$ cat src/rtl/reg_file_alu_pkg.sv
// Shared types for the register-file/ALU execute core: ALU opcodes and the
// bit positions of the {N,Z,C,V} status flags.
package reg_file_alu_pkg;

  typedef enum logic [2:0] {
    OP_PASS_B = 3'd0,
    OP_ADD    = 3'd1,
    OP_SUB    = 3'd2,
    OP_AND    = 3'd3,
    OP_OR     = 3'd4,
    OP_XOR    = 3'd5,
    OP_SHL    = 3'd6,
    OP_SHR    = 3'd7
  } alu_op_e;

  localparam int FLAG_N = 3;
  localparam int FLAG_Z = 2;
  localparam int FLAG_C = 1;
  localparam int FLAG_V = 0;

endpackage

$ cat src/rtl/reg_file_alu_pipe_alu_core.sv
// Combinational 8-operation ALU producing a DATA_W result and {N,Z,C,V}.
// C on SUB means "no borrow" (A >= B unsigned).
module alu_core
  import reg_file_alu_pkg::*;
#(
  parameter int DATA_W = 8
) (
  input  logic [DATA_W-1:0] a,
  input  logic [DATA_W-1:0] b,
  input  alu_op_e           op,
  output logic [DATA_W-1:0] result,
  output logic [3:0]        flags
);

  logic [DATA_W:0] sum_s;
  logic [DATA_W:0] diff_s;
  logic            carry_s;
  logic            ovf_s;

  // operation select plus flag generation
  always_comb begin
    sum_s   = {1'b0, a} + {1'b0, b};
    diff_s  = {1'b0, a} - {1'b0, b};
    result  = b;
    carry_s = 1'b0;
    ovf_s   = 1'b0;
    case (op)
      OP_PASS_B: result = b;
      OP_ADD: begin
        result  = sum_s[DATA_W-1:0];
        carry_s = sum_s[DATA_W];
        ovf_s   = (a[DATA_W-1] == b[DATA_W-1]) && (sum_s[DATA_W-1] != a[DATA_W-1]);
      end
      OP_SUB: begin
        result  = diff_s[DATA_W-1:0];
        carry_s = ~diff_s[DATA_W];
        ovf_s   = (a[DATA_W-1] != b[DATA_W-1]) && (diff_s[DATA_W-1] != a[DATA_W-1]);
      end
      OP_AND:  result = a & b;
      OP_OR:   result = a | b;
      OP_XOR:  result = a ^ b;
      OP_SHL: begin
        result  = {a[DATA_W-2:0], 1'b0};
        carry_s = a[DATA_W-1];
      end
      OP_SHR: begin
        result  = {1'b0, a[DATA_W-1:1]};
        carry_s = a[0];
      end
      default: begin
        result  = b;
        carry_s = 1'b0;
        ovf_s   = 1'b0;
      end
    endcase
    flags         = 4'b0000;
    flags[FLAG_N] = result[DATA_W-1];
    flags[FLAG_Z] = (result == {DATA_W{1'b0}});
    flags[FLAG_C] = carry_s;
    flags[FLAG_V] = ovf_s;
  end

endmodule

$ cat src/rtl/reg_file_alu_pipe.sv
// Two-stage register file + ALU: stage 1 reads/latches operands, stage 2
// computes, registers result/flags and writes back, with result forwarding.
module reg_file_alu_pipe
  import reg_file_alu_pkg::*;
#(
  parameter int DATA_W   = 8,
  parameter int ADDR_W   = 4,
  parameter bit ZERO_REG = 1'b1
) (
  input  logic              clk,
  input  logic              reset,
  input  logic              in_valid,
  input  logic [ADDR_W-1:0] RA1,
  input  logic [ADDR_W-1:0] RA2,
  input  logic [ADDR_W-1:0] WA,
  input  logic              RegWrite,
  input  logic              ALUSrc,
  input  logic [2:0]        ALUControl,
  input  logic [DATA_W-1:0] external_data_in,
  output logic              out_valid,
  output logic [DATA_W-1:0] ALUResult,
  output logic [3:0]        flags
);

  localparam int NREGS = 2**ADDR_W;

  logic [DATA_W-1:0] regs_r [NREGS];
  logic [DATA_W-1:0] s1_a_r;
  logic [DATA_W-1:0] s1_b_r;
  alu_op_e           s1_op_r;
  logic [ADDR_W-1:0] s1_wa_r;
  logic              s1_we_r;
  logic              s1_valid_r;
  logic [DATA_W-1:0] alu_result_s;
  logic [3:0]        alu_flags_s;
  logic              wb_en_s;
  logic [DATA_W-1:0] rd_a_s;
  logic [DATA_W-1:0] rd_b_s;
  logic [DATA_W-1:0] op_b_s;
  logic [DATA_W-1:0] result_r;
  logic [3:0]        flags_r;
  logic              out_valid_r;

  // Reads see the value being written back this cycle, so dependent
  // instructions can issue back-to-back.
  function automatic logic [DATA_W-1:0] rd_port(
    input logic [ADDR_W-1:0] addr,
    input logic [DATA_W-1:0] reg_val,
    input logic              wb_en,
    input logic [ADDR_W-1:0] wb_addr,
    input logic [DATA_W-1:0] wb_val
  );
    if (ZERO_REG && (addr == {ADDR_W{1'b0}})) return {DATA_W{1'b0}};
    else if (wb_en && (wb_addr == addr))      return wb_val;
    else                                      return reg_val;
  endfunction

  alu_core #(.DATA_W(DATA_W)) u_alu (
    .a      (s1_a_r),
    .b      (s1_b_r),
    .op     (s1_op_r),
    .result (alu_result_s),
    .flags  (alu_flags_s)
  );

  // write-back enable, excluding the hardwired-zero register
  always_comb begin
    if (s1_valid_r && s1_we_r && !(ZERO_REG && (s1_wa_r == {ADDR_W{1'b0}})))
      wb_en_s = 1'b1;
    else
      wb_en_s = 1'b0;
  end

  // operand read ports with forwarding and immediate select
  always_comb begin
    rd_a_s = rd_port(RA1, regs_r[RA1], wb_en_s, s1_wa_r, alu_result_s);
    rd_b_s = rd_port(RA2, regs_r[RA2], wb_en_s, s1_wa_r, alu_result_s);
    if (ALUSrc) op_b_s = external_data_in;
    else        op_b_s = rd_b_s;
  end

  // stage 1 operand/control latch
  always_ff @(posedge clk) begin
    if (!reset) begin
      s1_a_r     <= {DATA_W{1'b0}};
      s1_b_r     <= {DATA_W{1'b0}};
      s1_op_r    <= OP_PASS_B;
      s1_wa_r    <= {ADDR_W{1'b0}};
      s1_we_r    <= 1'b0;
      s1_valid_r <= 1'b0;
    end else if (in_valid) begin
      s1_a_r     <= rd_a_s;
      s1_b_r     <= op_b_s;
      s1_op_r    <= alu_op_e'(ALUControl);
      s1_wa_r    <= WA;
      s1_we_r    <= RegWrite;
      s1_valid_r <= 1'b1;
    end else begin
      s1_valid_r <= 1'b0;
    end
  end

  // stage 2 result/flag registers; hold when no instruction completes
  always_ff @(posedge clk) begin
    if (!reset) begin
      result_r    <= {DATA_W{1'b0}};
      flags_r     <= 4'b0000;
      out_valid_r <= 1'b0;
    end else begin
      out_valid_r <= s1_valid_r;
      if (s1_valid_r) begin
        result_r <= alu_result_s;
        flags_r  <= alu_flags_s;
      end
    end
  end

  // register file write-back
  always_ff @(posedge clk) begin
    if (!reset) begin
      for (int i = 0; i < NREGS; i++) regs_r[i] <= {DATA_W{1'b0}};
    end else if (wb_en_s) begin
      regs_r[s1_wa_r] <= alu_result_s;
    end
  end

  assign out_valid = out_valid_r;
  assign ALUResult = result_r;
  assign flags     = flags_r;

endmodule

$ cat config.mk
export PLATFORM = sky130hd
export DESIGN_NAME = reg_file_alu_pipe
export DESIGN_NICKNAME = d
export VERILOG_FILES = /design/src/rtl/reg_file_alu_pkg.sv /design/src/rtl/reg_file_alu_pipe_alu_core.sv /design/src/rtl/reg_file_alu_pipe.sv
export SDC_FILE = /design/constraint.sdc
export NUM_CORES = 1
export LEC_CHECK = 0
export ABC_CLOCK_PERIOD_IN_PS = 4200
export CORE_UTILIZATION = 35
export DETAILED_ROUTE_END_ITERATION = 8
export HOLD_SLACK_MARGIN = 0.05
export SYNTH_ARGS = -nofsm -noshare
export SYNTH_HDL_FRONTEND = slang
export SYNTH_SLANG_ARGS = --single-unit
$ cat constraint.sdc
create_clock -name clk -period 4.2 [get_ports clk]
set_input_delay 0.84 -clock clk [delete_from_list [all_inputs] [get_ports clk]]
set_output_delay 0.84 -clock clk [all_outputs]
set_load 0.05 [all_outputs]
==> run metrics, run 1 <==
worst hold margin=0.464 ns; leak pwr=3.89 nW; final wirelength=27900 um; met2 routed WL=13000 um; fin area=11000 um2; RSZ-0062 raised after global routing=no; die height=168 um; final-layout fill cell count=2551; TritonCTS clock tree=done; HP Class=register to register; Setup Viol. Count Final=0; largest net degree at the start of global routing=36; number of max-cap violations=0; Worst Skew=0.0113 ns; average wire per standard cell=23.1 um; fin. max-slew vios=0; CTS Buf Count=17; synth cell count leaders=nor2_1, edfxtp_1, mux4_2; I/O pin total=41; VDD IR max=0.000270 V; Site Rows=60; Critical Path Start=s1_a_r[0]; dpl cell area=10400 um2; most frequent cell after synthesis=nor2_1; metal3 WL=2280 um; fmax=295 MHz; final hold vios=0; ys async rst share=0%; Post-Synthesis Cells=831; Longest Clk Path Bufs=2; startpoint types=register; Root Driver=clkbuf_16; total negative setup slack=0 ns; core area=27000 um2; routability cong.=0.933; DR pass1 iterations=8; critical path endpoint category=register; first-pass GRT wire length=42200 um; EDFF count, synth=128; worst-case reg-to-reg path depth=9; number of gates resized after cts=0; vias in the first global route=6721; detailed-route DRC error count=0; # port buffers=40; Power Dens Cells=387 nW/um2; worst-margin pin slew=1.14 ns; clk_lat worst skew=0.44 ns; Yosys top cell area share=40.0%; sequential share of the synthesized area=47.7%; initial antenna violation count=0; fin crit period=3.39 ns; FF+latch count, synth=165; Ant. Diodes=0; status=complete, no violations; start of the worst register-to-register path=s1_a_r[0]; maximum fanout along the worst path=8; hold depth=2; Met1 Wirelength=11600 um; Placement Setup Slack=0.890 ns; CTS hold repair buffers=0; routed vias/inst=5.90; WP data arrival=3.56 ns; ys flop type=edfxtp_1; Global Route Usage Sum=20.3%; largest area contributor in the netlist=edfxtp_1; CTS H-tree lvls=4; DIE AREA=28100 um2; Die Wd=168 um; final worst slack=0.813 ns; share of cells above drive strength 1=17.0%; fin cells=1208; Hold Crit Start=ALUResult[1]; mapped cell area=9610 um2; DR top layer=met4; Crit Path Category=register to register; post-DP HPWL=20500 um; GRT overflow=0; Ys Warns=0; post-synth cell types=77; area grow syn2layout=14.1%; final antenna-violating net count=0; Avg Cell Area, Syn=11.6 um2; Clock Pin Slew Worst Setup and Hold Paths=0.07 ns; Rel. slew slack=24.3%; Post-CTS Setup Repair Bufs=0; CTS sink cnt=165; Starting Density=35.7%; vias post-DR=7122; fin nets=909; Critical Path RT=4.37 ns; Initial DRC Count=843; Area contributors post-synth=edfxtp_1, mux4_2, dfxtp_1; Inst Count DP=1177; fin crit share=80.6%
-- routing by layer --
layer,vias up,GRT usage (%)
met5,-,0
met4,0,8.78
met3,65,3.88
met2,347,31.6
met1,3571,27.5
li1,3139,-
-- logic make-up after synthesis --
logic type	Yosys count	share of synthesized area (%)
fa+ha+maj	26	3.54
simple gates	295	13.2
buf+inv	97	4.24
xor+xnor	10	0.911
compound gates	130	9.45
flops	165	47.7
mux	107	20.9
other cells	1	0.0390
-- layout make-up --
class                           instances  area [um2]  area share (%)
Inverter                               33         124            1.13
Clock inverter                         14         165            1.51
Clock buffer                           17         425            3.88
Tap cell                              341         427            3.89
Multi-Input combinational cell        576        4660            42.5
Sequential cell                       165        4580            41.8
Timing Repair Buffer                   62         581            5.30
-- sequential cells by signal (all words and copies together), names as in the netlist --
name / cells
flags: 3
s1_op_r: 3
s1_we_r: 1
s1_wa_r: 4
out_valid: 1
ALUResult: 8
regs_r: 128
s1_b_r: 8
s1_valid_r: 1
s1_a_r: 8
-- stage by stage --
stage	utilization [%]	total power (W)
3_5_place_dp	38.5	0.00268
3_3_place_gp	38.5	0.00267
6_report	40.7	0.00424
2_1_floorplan	-	0.00240
5_1_grt	40.7	0.00437
4_1_cts	40.7	0.00425
-- power breakdown --
part	leakage, nW	internal (W)	switching (W)
Sequential	1.62	0.00183	0.0000835
Combinational	1.99	0.000295	0.000450
Clock	0.284	0.000891	0.000697
Total	3.89	0.00301	0.00123
-- layout by cell type, fill, tap and decap left out, types with 5 or more instances in the layout --
master	synthesis	layout
a21oi_1	29	29
a22oi_1	6	6
a31oi_1	7	7
buf_4	4	20
clkbuf_16	0	17
clkdlybuf4s50_1	0	38
conb_1	1	8
dfxtp_1	37	37
edfxtp_1	128	128
ha_1	24	24
inv_1	31	31
inv_6	0	7
mux2i_1	29	29
mux4_2	73	73
nand2_1	62	62
nand2b_1	5	5
nand3_1	15	15
nor2_1	172	172
nor2b_1	7	7
o21ai_0	22	22
o21bai_1	5	5
o221ai_1	8	8
xor2_1	6	6
-- final timing paths --
| kind | endpoint | slack (ns) |
|---|---|---|
| max | regs_r[3][4] | 0.81 |
| min | ALUResult[1] | 0.46 |
| max reg2reg | regs_r[3][4] | 0.81 |
| min reg2reg | ALUResult[1] | 0.46 |
-- critical path, cell delays in order (launching register included) --
cell	delay [ns]
dfxtp_1	0.39
inv_1	0.11
ha_1	0.25
fa_1	0.42
o21bai_1	0.23
a21oi_1	0.11
mux2_2	0.30
o32ai_2	0.92
buf_4	0.33
nor2_1	0.06
(Power assumes the default switching activity.)
==> run 2, diff against run 1 <==
- ABC_CLOCK_PERIOD_IN_PS: 4200 -> 3500
- clock period: 4.2 -> 3.5 ns (I/O delays scaled with it)
==> run metrics, run 2 (synthesized netlist as in run 1, its figures left out) <==
CTS Buf Count=17 (unchanged); TritonCTS clock tree=done; number of gates resized after cts=0 (unchanged); Most common cell on crit path=nor2_1; first-pass GRT wire length=42400 um (+0.46%); M3 GR Usage=3.33% (-0.54 points); Crit Path Category=register to register; fin crit share=88.3% (+7.6 points); CTS sink cnt=165 (unchanged); Post-CTS Setup Repair Bufs=0 (unchanged); GRT overflow=0 (unchanged); combinational share of power=18.8% (+1.2 points); worst hold margin=0.472 ns (+0.00809 ns); GR Layer Usage met2=32.2% (+0.51 points); Die Wd=168 um (unchanged); Setup Viol. Count Final=0 (unchanged); detailed-route DRC error count=0 (unchanged); ordered list of cells on the worst path=inv_1 > ha_1 > nor2_1 > a211oi_1 > a211o_1 > nand3_1 > o22ai_2 > buf_4 > nor2_1; R2R Setup Slk=0.41 ns (-0.40 ns); cell count along the critical path=9 (unchanged); fmax=324 MHz (+9.7%); critical path endpoint category=register; worst-margin pin slew=0.798 ns (-0.338 ns); post-DP HPWL=20200 um (-1.7%); Hold EP=ALUResult[1]; average wire per standard cell=22.6 um (-1.9%); Net Sw Power=0.00145 W (+18%); startpoint types=register; Largest Register=regs_r; Seq pwr share=46.1% (+1.1 points); area grow syn2layout=15.0%; total negative setup slack=0 ns (unchanged); CTS hold repair buffers=0 (unchanged); Clock Pin Slew Worst Setup and Hold Paths=0.07 ns (about the same); Site Rows=60 (unchanged); met1 Use GR=26.8% (-0.67 points); Rel. slew slack=46.6% (+22 points); fin. max-slew vios=0 (unchanged); RSZ-0062 raised after global routing=no; clk_lat worst skew=0.43 ns (about the same); Placement Setup Slack=0.486 ns (-0.404 ns); Starting Density=35.7% (unchanged); Critical Path RT=3.67 ns (-0.70 ns); Initial DRC Count=994 (+18%); DIE AREA=28100 um2 (unchanged); leak pwr=3.94 nW (+1.4%); maximum fanout along the worst path=11 (+3); max reg flops=128 (unchanged); start of the worst register-to-register path=s1_a_r[4]; Root Driver=clkbuf_16; final wirelength=27700 um (-0.49%); max incr delay on CP=0.53 ns (-0.39 ns); VDD IR max=0.000324 V (+20%); Power Dens Cells=446 nW/um2 (+15%); routability cong.=0.899 (-3.6%); vias in the first global route=6952 (+3.4%); core area=27000 um2 (unchanged); fin nets=925 (+1.8%); I/O pin total=41 (unchanged); CP max stage cell=o22ai_2; FF-to-FF End=regs_r[1][5]; final hold vios=0 (unchanged); final-layout fill cell count=2472 (-3.1%); share of cells above drive strength 1=18.2% (+1.3 points); status=complete, no violations; fin crit period=3.09 ns (-0.298 ns); initial antenna violation count=1 (+1); worst-case reg-to-reg path depth=9 (unchanged); hold depth=2 (unchanged); HP Class=register to register; routed vias/inst=5.84 (-0.94%); DR pass1 iterations=5 (-3); Global Route Usage Sum=20.2% (-0.082 points); WP data arrival=3.26 ns (-0.30 ns); worst path buffer plus inverter count=2 (unchanged); final antenna-violating net count=0 (unchanged); final worst slack=0.411 ns (-0.402 ns); commonest non-fill, non-tap cell in the layout=nor2_1; Longest Clk Path Bufs=2 (unchanged); most frequent cells in the layout=nor2_1, edfxtp_1, mux4_2; Hold Crit Start=ALUResult[1]; Clock power frac=35.2% (-2.2 points); number of max-cap violations=0 (unchanged); # port buffers=40 (unchanged); Most Used Layer, Global Route=met2; CTS H-tree lvls=4 (unchanged); largest net degree at the start of global routing=39 (+8.3%); Worst Skew=0.00829 ns (-0.00299 ns); switching share of power=29.5% (+0.49 points); family with the most delay on the worst path=compound AO/OA/AOI/OAI gates; Int Pwr=0.00347 W (+15%); die height=168 um (unchanged); vias post-DR=7160 (+0.53%)
[run 2: worst reg2reg max path, stage by stage, from the launching register on]
cell and delay [ns]:
dfxtp_1 0.45, inv_1 0.10, ha_1 0.51, nor2_1 0.14
a211oi_1 0.43, a211o_1 0.19, nand3_1 0.08, o22ai_2 0.53
buf_4 0.34, nor2_1 0.06
[run 2: metal layers]
layer	part of all wire (%)	up-vias
met5	0	-
met4	3.9	0
met3	6.4	68
met2	47	337
met1	42	3587
li1	-	3168
[run 2: layout make-up]
cell class | instances | area [um2] | share of cell area, %
Inverter | 33 | 124 | 1.12
Multi-Input combinational cell | 576 | 4660 | 42.1
Tap cell | 341 | 427 | 3.86
Timing Repair Buffer | 78 | 726 | 6.57
Clock buffer | 19 | 433 | 3.92
Antenna cell | 1 | 2.50 | 0.0226
Clock inverter | 13 | 97.6 | 0.883
Sequential cell | 165 | 4580 | 41.5
[run 2: worst max path at each step]
stage                         start           end  slack (ns)
after floorplan              RA1[0]     s1_a_r[4]        0.86
after global placement       RA1[0]     s1_a_r[1]        0.45
after detailed placement     RA1[0]     s1_a_r[1]        0.49
after CTS                 s1_a_r[4]     s1_a_r[7]        0.46
after global routing      s1_a_r[4]  regs_r[9][5]        0.31
final                     s1_a_r[4]  regs_r[1][5]        0.41
[run 2: metrics by stage]
stage	cell area [um2]	total power (W)	util, %	std cells
finish	11100	0.00492	41.0	1226
global route	11000	0.00508	41.0	1225
CTS	11000	0.00493	41.0	1225
detailed placement	10500	0.00322	39.0	1193
global placement	10500	0.00322	39.0	1193
floorplan	9640	0.00288	-	838
[run 2: power by group through the flow]
stage	logic (W)	registers (W)	clock network, W
2_1_floorplan	0.000585	0.00229	0
3_3_place_gp	0.000915	0.00230	0
3_5_place_dp	0.000911	0.00231	0
4_1_cts	0.000914	0.00227	0.00175
5_1_grt	0.000979	0.00228	0.00182
6_report	0.000924	0.00227	0.00173
